[config.mk]
export PLATFORM = sky130hd
export DESIGN_NAME = regfile_wb_ctrl
export DESIGN_NICKNAME = d
export VERILOG_FILES = /design/src/rtl/regfile_pkg.sv /design/src/rtl/regfile_wb_ctrl_rr_arb2.sv /design/src/rtl/regfile_wb_ctrl.sv
export SDC_FILE = /design/constraint.sdc
export NUM_CORES = 1
export LEC_CHECK = 0
export ABC_AREA = 1
export CAP_MARGIN = 5
export CELL_PAD_IN_SITES_DETAIL_PLACEMENT = 0
export CELL_PAD_IN_SITES_GLOBAL_PLACEMENT = 2
export CORE_AREA = 2 2 145 147
export CTS_CLUSTER_SIZE = 16
export DETAILED_ROUTE_END_ITERATION = 8
export DIE_AREA = 0 0 147 149
export HOLD_SLACK_MARGIN = 0.08
export PLACE_DENSITY_LB_ADDON = 0.08
export SYNTH_ARGS = -nofsm -noshare
export SYNTH_HDL_FRONTEND = slang
export SYNTH_SLANG_ARGS = --single-unit
export TNS_END_PERCENT = 30
[constraint.sdc]
create_clock -name clk -period 7.5 [get_ports clk]
set_clock_uncertainty 0.15 [all_clocks]
set_input_delay 2.25 -clock clk [delete_from_list [all_inputs] [get_ports clk]]
set_output_delay 2.25 -clock clk [all_outputs]
set_load 0.02 [all_outputs]
[src/rtl/regfile_pkg.sv]
// rtl/regfile_pkg.sv - shared types, sizes and helpers for the register file writeback controller
package regfile_pkg;

  localparam int REG_AW   = 5;
  localparam int REG_DW   = 32;
  localparam int NUM_REGS = 32;

  typedef logic [REG_AW-1:0] reg_addr_t;
  typedef logic [REG_DW-1:0] reg_data_t;

  typedef struct packed {
    logic      valid;
    reg_addr_t addr;
    reg_data_t data;
  } wb_req_t;

  // Number of set bits in a scoreboard vector; bit 0 is never set, so 0..31 fits in 6 bits.
  function automatic logic [5:0] popcount(input logic [NUM_REGS-1:0] v);
    logic [5:0] cnt;
    cnt = '0;
    for (int i = 0; i < NUM_REGS; i++) begin
      cnt = cnt + 6'(v[i]);
    end
    return cnt;
  endfunction

endpackage

[src/rtl/regfile_wb_ctrl_rr_arb2.sv]
// rtl/regfile_wb_ctrl_rr_arb2.sv - two-way round-robin arbiter, combinational, pointer held by parent
module rr_arb2 (
  input  logic [1:0] req,
  input  logic       last,
  output logic [1:0] gnt
);

  // A lone requester always wins; on a tie the port not granted last time wins.
  always_comb begin
    gnt = 2'b00;
    case (req)
      2'b01:   gnt = 2'b01;
      2'b10:   gnt = 2'b10;
      2'b11:   gnt = last ? 2'b01 : 2'b10;
      default: gnt = 2'b00;
    endcase
  end

endmodule

[src/rtl/regfile_wb_ctrl.sv]
// rtl/regfile_wb_ctrl.sv - writeback arbiter, registered write port and busy scoreboard; optional REGFILE_WB_BYPASS_EN adds forwarding outputs
module regfile_wb_ctrl #(
  parameter int NUM_REGS = 32,
  parameter int AW       = 5,
  parameter int DW       = 32
) (
  input  logic          clk,
  input  logic          rst_n,
  input  logic          issue_valid,
  input  logic [AW-1:0] issue_rd,
  output logic          issue_ready,
  input  logic [AW-1:0] rs_addr,
  input  logic [AW-1:0] rt_addr,
  output logic          rs_busy,
  output logic          rt_busy,
  input  logic          wb0_valid,
  input  logic [AW-1:0] wb0_addr,
  input  logic [DW-1:0] wb0_data,
  output logic          wb0_ready,
  input  logic          wb1_valid,
  input  logic [AW-1:0] wb1_addr,
  input  logic [DW-1:0] wb1_data,
  output logic          wb1_ready,
  output logic          rf_we,
  output logic [AW-1:0] rf_waddr,
  output logic [DW-1:0] rf_wdata,
  output logic [5:0]    pending
`ifdef REGFILE_WB_BYPASS_EN
  ,
  output logic          rs_fwd_valid,
  output logic [DW-1:0] rs_fwd_data,
  output logic          rt_fwd_valid,
  output logic [DW-1:0] rt_fwd_data
`endif
);

  regfile_pkg::wb_req_t req0;
  regfile_pkg::wb_req_t req1;
  regfile_pkg::wb_req_t sel;

  logic [NUM_REGS-1:0] busy;
  logic [NUM_REGS-1:0] busy_next;
  logic [1:0]          gnt;
  logic                grant;
  logic                last;
  logic                issue_fire;

  assign req0 = '{valid: wb0_valid, addr: wb0_addr, data: wb0_data};
  assign req1 = '{valid: wb1_valid, addr: wb1_addr, data: wb1_data};

  rr_arb2 u_arb (
    .req  ({req1.valid, req0.valid}),
    .last (last),
    .gnt  (gnt)
  );

  assign wb0_ready = gnt[0];
  assign wb1_ready = gnt[1];
  assign grant     = |gnt;
  assign sel       = gnt[1] ? req1 : req0;

  // r0 never has a producer to wait for, so it is always issuable and never marked busy.
  assign issue_ready = (issue_rd == '0) | ~busy[issue_rd];
  assign issue_fire  = issue_valid & issue_ready & (issue_rd != '0);

  assign rs_busy = busy[rs_addr];
  assign rt_busy = busy[rt_addr];

  // Next scoreboard: commit clears first, then issue sets, so a new producer wins a same-edge collision.
  always_comb begin
    busy_next = busy;
    if (grant) begin
      busy_next[sel.addr] = 1'b0;
    end
    if (issue_fire) begin
      busy_next[issue_rd] = 1'b1;
    end
    busy_next[0] = 1'b0;
  end

  // Scoreboard, its population count and the round-robin pointer (reset favours wb0 on the first tie).
  always_ff @(posedge clk or negedge rst_n) begin
    if (!rst_n) begin
      busy    <= '0;
      pending <= '0;
      last    <= 1'b1;
    end else begin
      busy    <= busy_next;
      pending <= regfile_pkg::popcount(busy_next);
      if (grant) begin
        last <= gnt[1];
      end
    end
  end

  // Registered write port; address and data hold when nothing is granted.
  always_ff @(posedge clk or negedge rst_n) begin
    if (!rst_n) begin
      rf_we    <= 1'b0;
      rf_waddr <= '0;
      rf_wdata <= '0;
    end else begin
      rf_we <= grant & (sel.addr != '0);
      if (grant) begin
        rf_waddr <= sel.addr;
        rf_wdata <= sel.data;
      end
    end
  end

`ifdef REGFILE_WB_BYPASS_EN
  assign rs_fwd_valid = rf_we & (rf_waddr == rs_addr);
  assign rs_fwd_data  = rf_wdata;
  assign rt_fwd_valid = rf_we & (rf_waddr == rt_addr);
  assign rt_fwd_data  = rf_wdata;
`endif

endmodule

# [Word level (Yosys, flattened, before mapping)]
# Index checks and enable logic that the tools add are counted.
[word_totals] ff_bits=76 latchBits=0 ram_bits=0 romBits=0 output_inout_bits=49 memories=0
[op_classes] addsub=30 n_mul=0 n_div=0 n_lt_le_gt_ge=6 eq_ne=3 shifts=0 mux=15 bitwise_logic=8 n_reduce_logical=6
[op_table] op="$add 6x1->6" n=25
[op_table] op="$mux 32" n=2
[op_table] op="$mux 37" n=1
[op_table] op="$and 32x32->32" n=1
[op_table] op="$not 32->32" n=1
[op_table] op="$or 32x32->32" n=1
[op_table] op="$lt 5x6->1 const B" n=4
[op_table] op="$bmux 1 s5" n=3
[op_table] op="$demux 1 s5" n=2
[op_table] op="$ge 5x1->1 const B" n=2
[op_table] op="$reduce_bool 5->1" n=2
[op_table] op="$add 5x1->6" n=1
[op_table] op="$pmux 2 s3" n=1
[op_table] op="$add 4x1->5" n=1
[op_table] op="$logic_not 5->1" n=1
[op_table] op="$mux 1" n=5
[op_table] op="$add 3x1->4" n=1
[op_table] op="$eq 2x2->1 const B" n=2
[op_table] op="$add 2x1->3" n=1
[op_table] op="$and 1x1->1" n=3
[op_table] op="$add 1x1->2" n=1
[op_table] op="$eq 2x1->1 const B" n=1
[op_table] op="$logic_and 1x1->1" n=2
[op_table] op="$mux 2" n=1
[op_table] op="3 further kinds" n=3

# [Logic depth before layout (Yosys ltp)]
# Gate-level depths: netlist of the first run.
[logic_depth] ltp_word=42 ltp_mapped=28 mapped_depth_nobuf=25

# [Modules after synthesis]
# A second synthesis of the first run with hierarchy kept.
[unflattened] cells_unflattened=771 area_unflattened_um2=5307.6
[by_module_without_submodules] mod="regfile_wb_ctrl" n_inst=1 cells_each=766 area_each_um2=5286.3
[by_module_without_submodules] mod="rr_arb2" n_inst=1 cells_each=5 area_each_um2=21.3

# [Worst setup path before layout of the first run]
# No wires, ideal clock.
[synth_path] path_kind="input-to-reg" startpoint="in issue_rd[0]" endpoint="reg pending[4]" setup_ps=123 arrival_time_ps=7352 slack_ps=-124 stages=23 cell_sequence="buf_2 -> nor2_2 -> inv_1 -> o21ai_0 -> inv_1 -> nand3_2 -> clkbuf_1 -> o21ai_0 -> fa_1 -> inv_1 -> fa_1 -> fa_1 -> inv_1 -> fa_1 -> fa_1 -> fa_1 -> inv_1 -> fa_1 -> inv_1 -> fa_1 -> nand3_1 -> nand3_1 -> xor2_1"
[synth_via] elab_chain_cells=37
[synth_rtl] item="from (decl)" line="regfile_wb_ctrl.sv:10" rtl="input logic [AW-1:0] issue_rd,"
[synth_rtl] item="$bmux 1 s5" line="regfile_wb_ctrl.sv:63" rtl="assign issue_ready = (issue_rd == '0) | ~busy[issue_rd];"
[synth_rtl] item="$mux 1 (not written as such)" line="regfile_wb_ctrl.sv:63"
[synth_rtl] item="$not 1->1" line="regfile_wb_ctrl.sv:63"
[synth_rtl] item="$or 1x1->1" line="regfile_wb_ctrl.sv:63"
[synth_rtl] item="$and 1x1->1 (2 in a row)" line="regfile_wb_ctrl.sv:64" rtl="assign issue_fire = issue_valid & issue_ready & (issue_rd != '0);"
[synth_rtl] item="$mux 32 *" line="regfile_wb_ctrl.sv:75" rtl="if (issue_fire) begin"
[synth_rtl] item="named net busy_next[1]" line="regfile_wb_ctrl.sv:42" rtl="logic [NUM_REGS-1:0] busy_next;"
[synth_rtl] item="$add 1x1->2 *" line="regfile_pkg.sv:22" rtl="cnt = cnt + 6'(v[i]);"
[synth_rtl] item="$add 2x1->3 *" line="regfile_pkg.sv:22"
[synth_rtl] item="$add 3x1->4 *" line="regfile_pkg.sv:22"
[synth_rtl] item="$add 4x1->5 *" line="regfile_pkg.sv:22"
[synth_rtl] item="$add 5x1->6 *" line="regfile_pkg.sv:22"
[synth_rtl] item="$add 6x1->6 * (25 in a row)" line="regfile_pkg.sv:22"
[synth_rtl] item="to (signal assigned)" line="regfile_wb_ctrl.sv:89" rtl="pending <= regfile_pkg::popcount(busy_next);"
[synth_rtl] item="to (decl)" line="regfile_wb_ctrl.sv:27" rtl="output logic [5:0] pending"
# Mark *: on every way through the listed nets, which the timed path passes. The rest lies on a longest branch. The select of a mux whose other input is x is not followed.
# A chain may end at the register's enable or synchronous reset.

# [Worst setup path after layout of the first run]
[layout_path] startpoint="in wb1_addr[4]" endpoint="reg pending[4]"
[layout_rtl] item="from (decl)" line="regfile_wb_ctrl.sv:21" rtl="input logic [AW-1:0] wb1_addr,"
[layout_rtl] item="$mux 37 *" line="regfile_wb_ctrl.sv:60" rtl="assign sel = gnt[1] ? req1 : req0;"
[layout_rtl] item="$lt 5x6->1 (not written as such) / $ge 5x1->1 (equally long branches)" line="regfile_wb_ctrl.sv:73" rtl="busy_next[sel.addr] = 1'b0;"
[layout_rtl] item="$logic_and 1x1->1 (not written as such)" line="regfile_wb_ctrl.sv:73"
[layout_rtl] item="$mux 1 (not written as such)" line="regfile_wb_ctrl.sv:73"
[layout_rtl] item="$demux 1 s5 *" line="regfile_wb_ctrl.sv:73"
[layout_rtl] item="$not 32->32 (no line) *"
[layout_rtl] item="$and 32x32->32 (no line) *"
[layout_rtl] item="$mux 32 *" line="regfile_wb_ctrl.sv:72" rtl="if (grant) begin"
[layout_rtl] item="$or 32x32->32 (no line)"
[layout_rtl] item="$mux 32 *" line="regfile_wb_ctrl.sv:75"
[layout_rtl] item="named net busy_next[12]" line="regfile_wb_ctrl.sv:42"
[layout_rtl] item="$add 6x1->6 * (20 in a row)" line="regfile_pkg.sv:22"
# Mark *: on every way through the listed nets, which the timed path passes. The rest lies on a longest branch.

==> metrics.cfg, run 1 <==
[run_status]
status=finished, final reports clean

[final_layout]
drive_above_1_share_pct=21.17
diodes=0
final_common_cell=nand2_1
final_core_util_pct=40.51
layout.nets=1097
area_growth_pct=59.44
fillers=2169
multi_input_area_um2=3337
regArea_um2=1903
final_cell_mix=nand2_1 (289), clkdlybuf4s50_1 (132), buf_4 (87), dfrtp_1 (75)
finalNonFillerCells=1253

[setup_path]
worstPathArrival_ns=7.52
cp.required_ns=7.58
path_class=in -> reg
regToRegEndpoint=pending[4]
r2r_cells=24
cp-end-kind=register
rr_startpoint=last
startpoint_type=primary input
critPathMaxFanout=5
regToRegSetupSlack_ns=1.61

[sta]
fin_setup_tns_ns=0
fin_crit_sh_pct=99.14
layout_min_cycle_time_ns=7.435
setup_violations=0
fmax_ghz=0.1345
final_max_slew_viol_count=0
worstMarginPinSlew_ns=0.7979
rsz0062_at_grt=yes
hold_violations=0
slew_headroom_pct=46.80

[route]
drc_errors=0
vias=5719
antenna_left=0
firstDrtPassIters=5
drt_iter0_drc=281
drt-total-wl_mm=20.02
routed_via_density=4.564
wire_per_inst_um=15.98

[clock_tree]
root_buffer=clkbuf_16
h-tree-depth=3
clk_latency_ns=0.35
cts_buffers=9
clk_path_buf_depth=2
clock-sinks=76
cts_tree=yes
hold_buffers=0
path_clk_slew_ns=0.06

[worst_hold_path]
hold_depth=2
hp-class=reg -> reg
hold_path.startpoint=rf_waddr[2]
hold_end=rf_waddr[2]

[synth]
syn_inst=748
seq_area_frac_synth_pct=36.44
syn_avg_cell_area_um2=6.982
ys_types=28
yosys_warnings=0
synthesis.area_um2=5223
syn_nets=872
synth_seq_cells=76

[global_routing]
overflow=0
antenna_found_initial=0
grt_start_max_net_pins=59
grt_pass1_vias=5889
grt_usage_pct=19.04
grt_pass1_wl_mm=32.49

[power_and_ir_drop]
power.density_nw_per_um2=548.1
p_leak_uw=0.003860
peakVddDrop_v=0.001551

[floorplanning]
ioPinCount=143
die_area_um2=21900
start_util_pct=25.40
rows=53
design.core.area_um2=20560
dieWidth_um=147
die_h_um=149

[placed_design]
placement.io_buffers=142
dp_cells=1222
place_congestion=0.8713
dp_hpwl_mm=15.36

[flow_run]
drv_cap=0

## synth_stat cells
cell type / count / area (um2)
a21boi_0: 11 / 82.58
a21boi_1: 2 / 15.01
a21oi_1: 16 / 80.08
a31oi_1: 1 / 6.260
buf_1: 1 / 3.750
buf_2: 6 / 30.03
buf_6: 3 / 33.78
clkbuf_1: 16 / 60.06
clkinv_1: 2 / 7.510
dfrtp_1: 75 / 1877
dfstp_2: 1 / 26.28
fa_1: 23 / 460.4
ha_1: 7 / 87.58
inv_1: 62 / 232.7
inv_2: 4 / 15.01
nand2_1: 305 / 1145
nand2_2: 1 / 6.260
nand3_1: 59 / 295.3
nand3_2: 1 / 10.01
nor2_1: 63 / 236.5
nor2_2: 2 / 12.51
nor3_1: 8 / 40.04
o211ai_1: 4 / 30.03
o21ai_0: 52 / 260.3
o21ai_1: 3 / 15.01
o21bai_1: 11 / 82.58
o31ai_1: 6 / 45.04
xor2_1: 3 / 26.28
## critical path: stages
cell             delay, ns
clkdlybuf4s50_1       0.47
o21ai_4               0.21
buf_4                 0.15
nand3_4               0.11
o21ai_2               0.17
o21ai_2               0.09
fa_1                  0.55
inv_1                 0.05
fa_1                  0.47
fa_1                  0.57
inv_2                 0.04
fa_1                  0.49
fa_1                  0.54
fa_1                  0.43
inv_2                 0.07
fa_2                  0.18
inv_2                 0.04
fa_2                  0.35
nand3_2               0.08
nand3_2               0.06
xor2_1                0.16
## cells by family (layout without fill, tap and decap cells)
kind of cell	after synthesis	after routing	share of synthesized area (%)
adders and majority gates	30	30	10.49
AOI/OAI and AO/OA	106	106	11.81
DFF	76	76	36.44
buffers and inverters	94	323	7.331
xor gates and xnor gates	3	3	0.5032
and+or+nand+nor	439	440	33.42
## sequential cells by signal (all words and copies together) (netlist names)
signal	count
rf_wdata	32
busy	31
pending	6
rf_waddr	5
last	1
rf_we	1
## power by group
part	total, uW	leakage (uW)	switching (uW)	internal (uW)
clock	424	0.000133	196	228
sequential	692	0.000930	117	575
combinational	3450	0.00280	1820	1630
## through the flow
step	cell area [um2]	worst slack, ns	power [uW]	hold slack, ns
6_report	8327	0.06474	4564	0.3403
5_1_grt	8327	-0.1732	5275	0.3635
4_1_cts	8134	-0.09352	4594	0.3434
3_5_place_dp	7521	-1.118	3937	0.3282
3_3_place_gp	7521	-1.056	3919	0.3216
2_1_floorplan	5243	0.003541	2823	0.3303
## repair_timing
item / CTS / global route
hold endpoints to repair: 0 / 0
gates cloned: 2 / 0
setup buffers: 9 / 5
gates resized for setup: 124 / 52
pin swaps: 36 / 40
endpoints found under the setup margin: 6 / 6
## worst max-delay path by stage
stage,startpoint,endpoint,slack (ns),cells past startpoint
floorplan,issue_rd[0],pending[4],0.004,27
global placement,issue_rd[2],pending[4],-1.06,25
detailed placement,issue_rd[3],pending[4],-1.12,25
CTS,issue_rd[0],pending[4],-0.09,28
global route,wb0_addr[2],pending[4],-0.17,23
finish,wb1_addr[4],pending[4],0.06,21
## final cells by class
type | count | area share (%)
multi-input combinational | 579 | 40.08
timing repair buffer | 239 | 26.39
sequential | 76 | 22.86
tap | 275 | 4.132
inverter | 68 | 3.186
clock buffer | 9 | 2.705
clock inverter | 7 | 0.6612
## per-layer routing
layer | track usage [%] | wire length (um) | vias to the layer above
met5 | 0 | 0 | -
met4 | 4.567 | 289 | 0
met3 | 2.722 | 903 | 16
met2 | 32.21 | 9708 | 153
met1 | 25.89 | 9116 | 2730
li1 | - | - | 2820
Note: power is estimated with default switching activity, not from simulation.
==> run 2, diff against run 1 <==
--- a/config.mk
+++ b/config.mk
@@ -5,14 +5,13 @@
 export SDC_FILE = /design/constraint.sdc
 export NUM_CORES = 1
 export LEC_CHECK = 0
-export ABC_AREA = 1
 export CAP_MARGIN = 5
 export CELL_PAD_IN_SITES_DETAIL_PLACEMENT = 0
 export CELL_PAD_IN_SITES_GLOBAL_PLACEMENT = 2
-export CORE_AREA = 2 2 145 147
+export CORE_AREA = 2 2 138 140
 export CTS_CLUSTER_SIZE = 16
 export DETAILED_ROUTE_END_ITERATION = 8
-export DIE_AREA = 0 0 147 149
+export DIE_AREA = 0 0 140 142
 export HOLD_SLACK_MARGIN = 0.08
 export PLACE_DENSITY_LB_ADDON = 0.08
 export SYNTH_ARGS = -nofsm -noshare
==> run 2 against run 1 <==
The run now ends with DRC, setup timing left. Total power shrank 19%. Non-clock buffer count shrank 22. Clock power grew 16%. Final cell count shrank 22%. Critical path depth shrank 1. Utilization grew 1.6 points. Area after synthesis shrank 0.12%. Largest power group unchanged.
==> metrics.cfg, run 2 <==
[run_status]
status=finished with violations
violations=DRC, setup timing

[synth]
yosys_warnings=0
synthTopCellsByArea=dfrtp_1 (36%), mux4_2 (9.1%), fa_1 (8.8%)
synth_edf_count=0
synth_seq_cells=76
seq_area_frac_synth_pct=36.48
netlist.area_leader.share_pct=35.98
yosysMostFrequentCell=dfrtp_1
ys_top_cells_by_count=dfrtp_1 (75), inv_1 (59), a21oi_1 (44), nor2_1 (40), nand2_1 (37)
syn_inst=552
ys_types=42
syn_nets=676
syn_avg_cell_area_um2=9.450
async_reset_ff_share_pct=100.0
synthesis.area_um2=5216
synth-main-ff-cell=dfrtp_1
yosys.area.top_type=dfrtp_1

[route]
drc_errors=9
drt-total-wl_mm=18.43
drt_iter0_drc=334
vias=4941
firstDrtPassIters=7
wire_per_inst_um=18.83
routed_via_density=5.047
antenna_left=0

[clock_tree]
clk_path_buf_depth=2
hold_buffers=0
h-tree-depth=3
path_clk_slew_ns=0.06
cts_tree=yes
clk_latency_ns=0.34
clock-sinks=76
post-cts-setup-buffers=0
cts_buffers=9
root_buffer=clkbuf_16

[floorplanning]
dieWidth_um=140
die_h_um=142
start_util_pct=28.26
design.core.area_um2=18460
die_area_um2=19880
ioPinCount=143
rows=50

[global_routing]
grt_start_max_net_pins=98
antenna_found_initial=0
grt_usage_pct=19.00
grt_pass1_wl_mm=28.79
overflow=0
grt_pass1_vias=5038

[final_layout]
diodes=0
top_register=rf_wdata
largest_register_ffs=32
stdcell_area_um2=7776
layout.nets=864
final_common_cell=clkdlybuf4s50_1
area_growth_pct=49.08
drive_above_1_share_pct=19.60
reg_top3=rf_wdata: 32 flops, busy: 31 flops, pending: 6 flops
final_cell_mix=clkdlybuf4s50_1 (136), dfrtp_1 (75), buf_4 (71), inv_1 (57), a21oi_1 (41)

[setup_path]
crit_start=issue_rd[1]
worstPathArrival_ns=8.26
cp-end-kind=register
cp.required_ns=7.62
critPathMaxFanout=24
path_class=in -> reg
rr_startpoint=busy[9]
startpoint_type=primary input

[sta]
rsz0062_at_grt=yes
slew_headroom_pct=31.24
whs_ns=0.3792
worstMarginPinSlew_ns=1.031
layout_min_cycle_time_ns=8.137
fmax_ghz=0.1229
final_max_slew_viol_count=0
setup_slack_ns=-0.6369
hold_violations=0
fin_crit_sh_pct=108.5
setup_violations=6

[flow_run]
drv_cap=0

[placed_design]
dpl_cell_area_um2=7312
placement.io_buffers=142
dp_hpwl_mm=13.86
place_congestion=0.8919

[power_and_ir_drop]
peakVddDrop_v=0.001051
power.density_nw_per_um2=477.5
p_total_uw=3713
p_leak_uw=0.003324

[worst_hold_path]
hold_path.startpoint=rf_waddr[1]
hp-class=reg -> reg

-- run 2: cell types whose count changed after synthesis, moves of 8 or more --
cell,previous run,this run
a31oi_1,1,34
a21boi_0,11,0
nand2_1,305,37
mux4_2,0,21
o21ai_1,3,36
o22ai_1,0,32
nand3_1,59,9
a21oi_1,16,44
o21a_1,0,18
buf_1,1,9
o21bai_1,11,0
nor2_1,63,40
o21ai_0,52,28
-- run 2: through the flow --
step / setup WS, ns / util (%) / setup TNS, ns / std cells
final: -0.6369 / 42.14 / -2.935 / 979
after global routing: -0.8663 / 42.14 / -4.073 / 979
after CTS: -0.6579 / 41.86 / -2.958 / 979
after detailed placement: -1.478 / 39.62 / -7.994 / 963
after global placement: -1.381 / 39.62 / -7.548 / 963
after floorplan: -0.6100 / - / -2.847 / 552
-- run 2: cell families after synthesis --
family,synth area share (%)
compound gates,22.09
simple gates,8.611
buf+inv,8.227
flops,36.48
mux,13.58
fa+ha+maj,10.51
xor+xnor,0.5038
-- run 2: final timing paths --
check	end	slack, ns	depth (start not counted)
min in group asynchronous	rf_wdata[8]	1.90	1
min reg2reg	rf_waddr[1]	0.38	2
max reg2reg	pending[4]	1.12	19
max	pending[4]	-0.64	20
max in group asynchronous	busy[24]	4.61	1
min	rf_waddr[1]	0.38	2
-- run 2: power breakdown --
| part | internal, uW | total (uW) | switching [uW] |
|---|---|---|---|
| clock | 302 | 490 | 188 |
| combinational | 1290 | 2590 | 1310 |
| sequential | 547 | 631 | 84.2 |
| total | 2130 | 3710 | 1580 |
-- run 2: repair_timing --
action,in CTS,in global routing
setup endpoints to repair,6,6
gates resized for setup,27,23
pin swaps,1,4
-- run 2: cell type report --
cell class / instances / area [um2]
inverter: 61 / 229.0
multi-input combinational: 375 / 3004
sequential: 76 / 1903
tap: 234 / 292.8
clock inverter: 5 / 85.08
clock buffer: 11 / 242.7
fill: 1811 / 10680
timing repair buffer: 217 / 2019
-- run 2: worst max-delay path, cell delays in order --
cell and delay, ns:
clkdlybuf4s15_2 0.23, mux4_1 0.55, a22o_1 0.24, or4_4 0.54, buf_12 0.19, o21a_1 0.23
fa_1 0.56, fa_1 0.42, fa_1 0.49, inv_1 0.05, fa_1 0.46, fa_1 0.52
fa_1 0.41, inv_1 0.07, fa_1 0.18, inv_2 0.05, fa_2 0.34, a21o_1 0.19
a21oi_2 0.14, xnor2_1 0.12
-- run 2: routing by layer --
layer | vias up | global-route usage (%) | share of wire (%)
li1 | 2349 | - | -
met2 | 143 | 30.31 | 47
met1 | 2420 | 25.79 | 45
met5 | - | 0 | 0
met4 | 0 | 6.805 | 2.3
met3 | 29 | 3.937 | 5.8
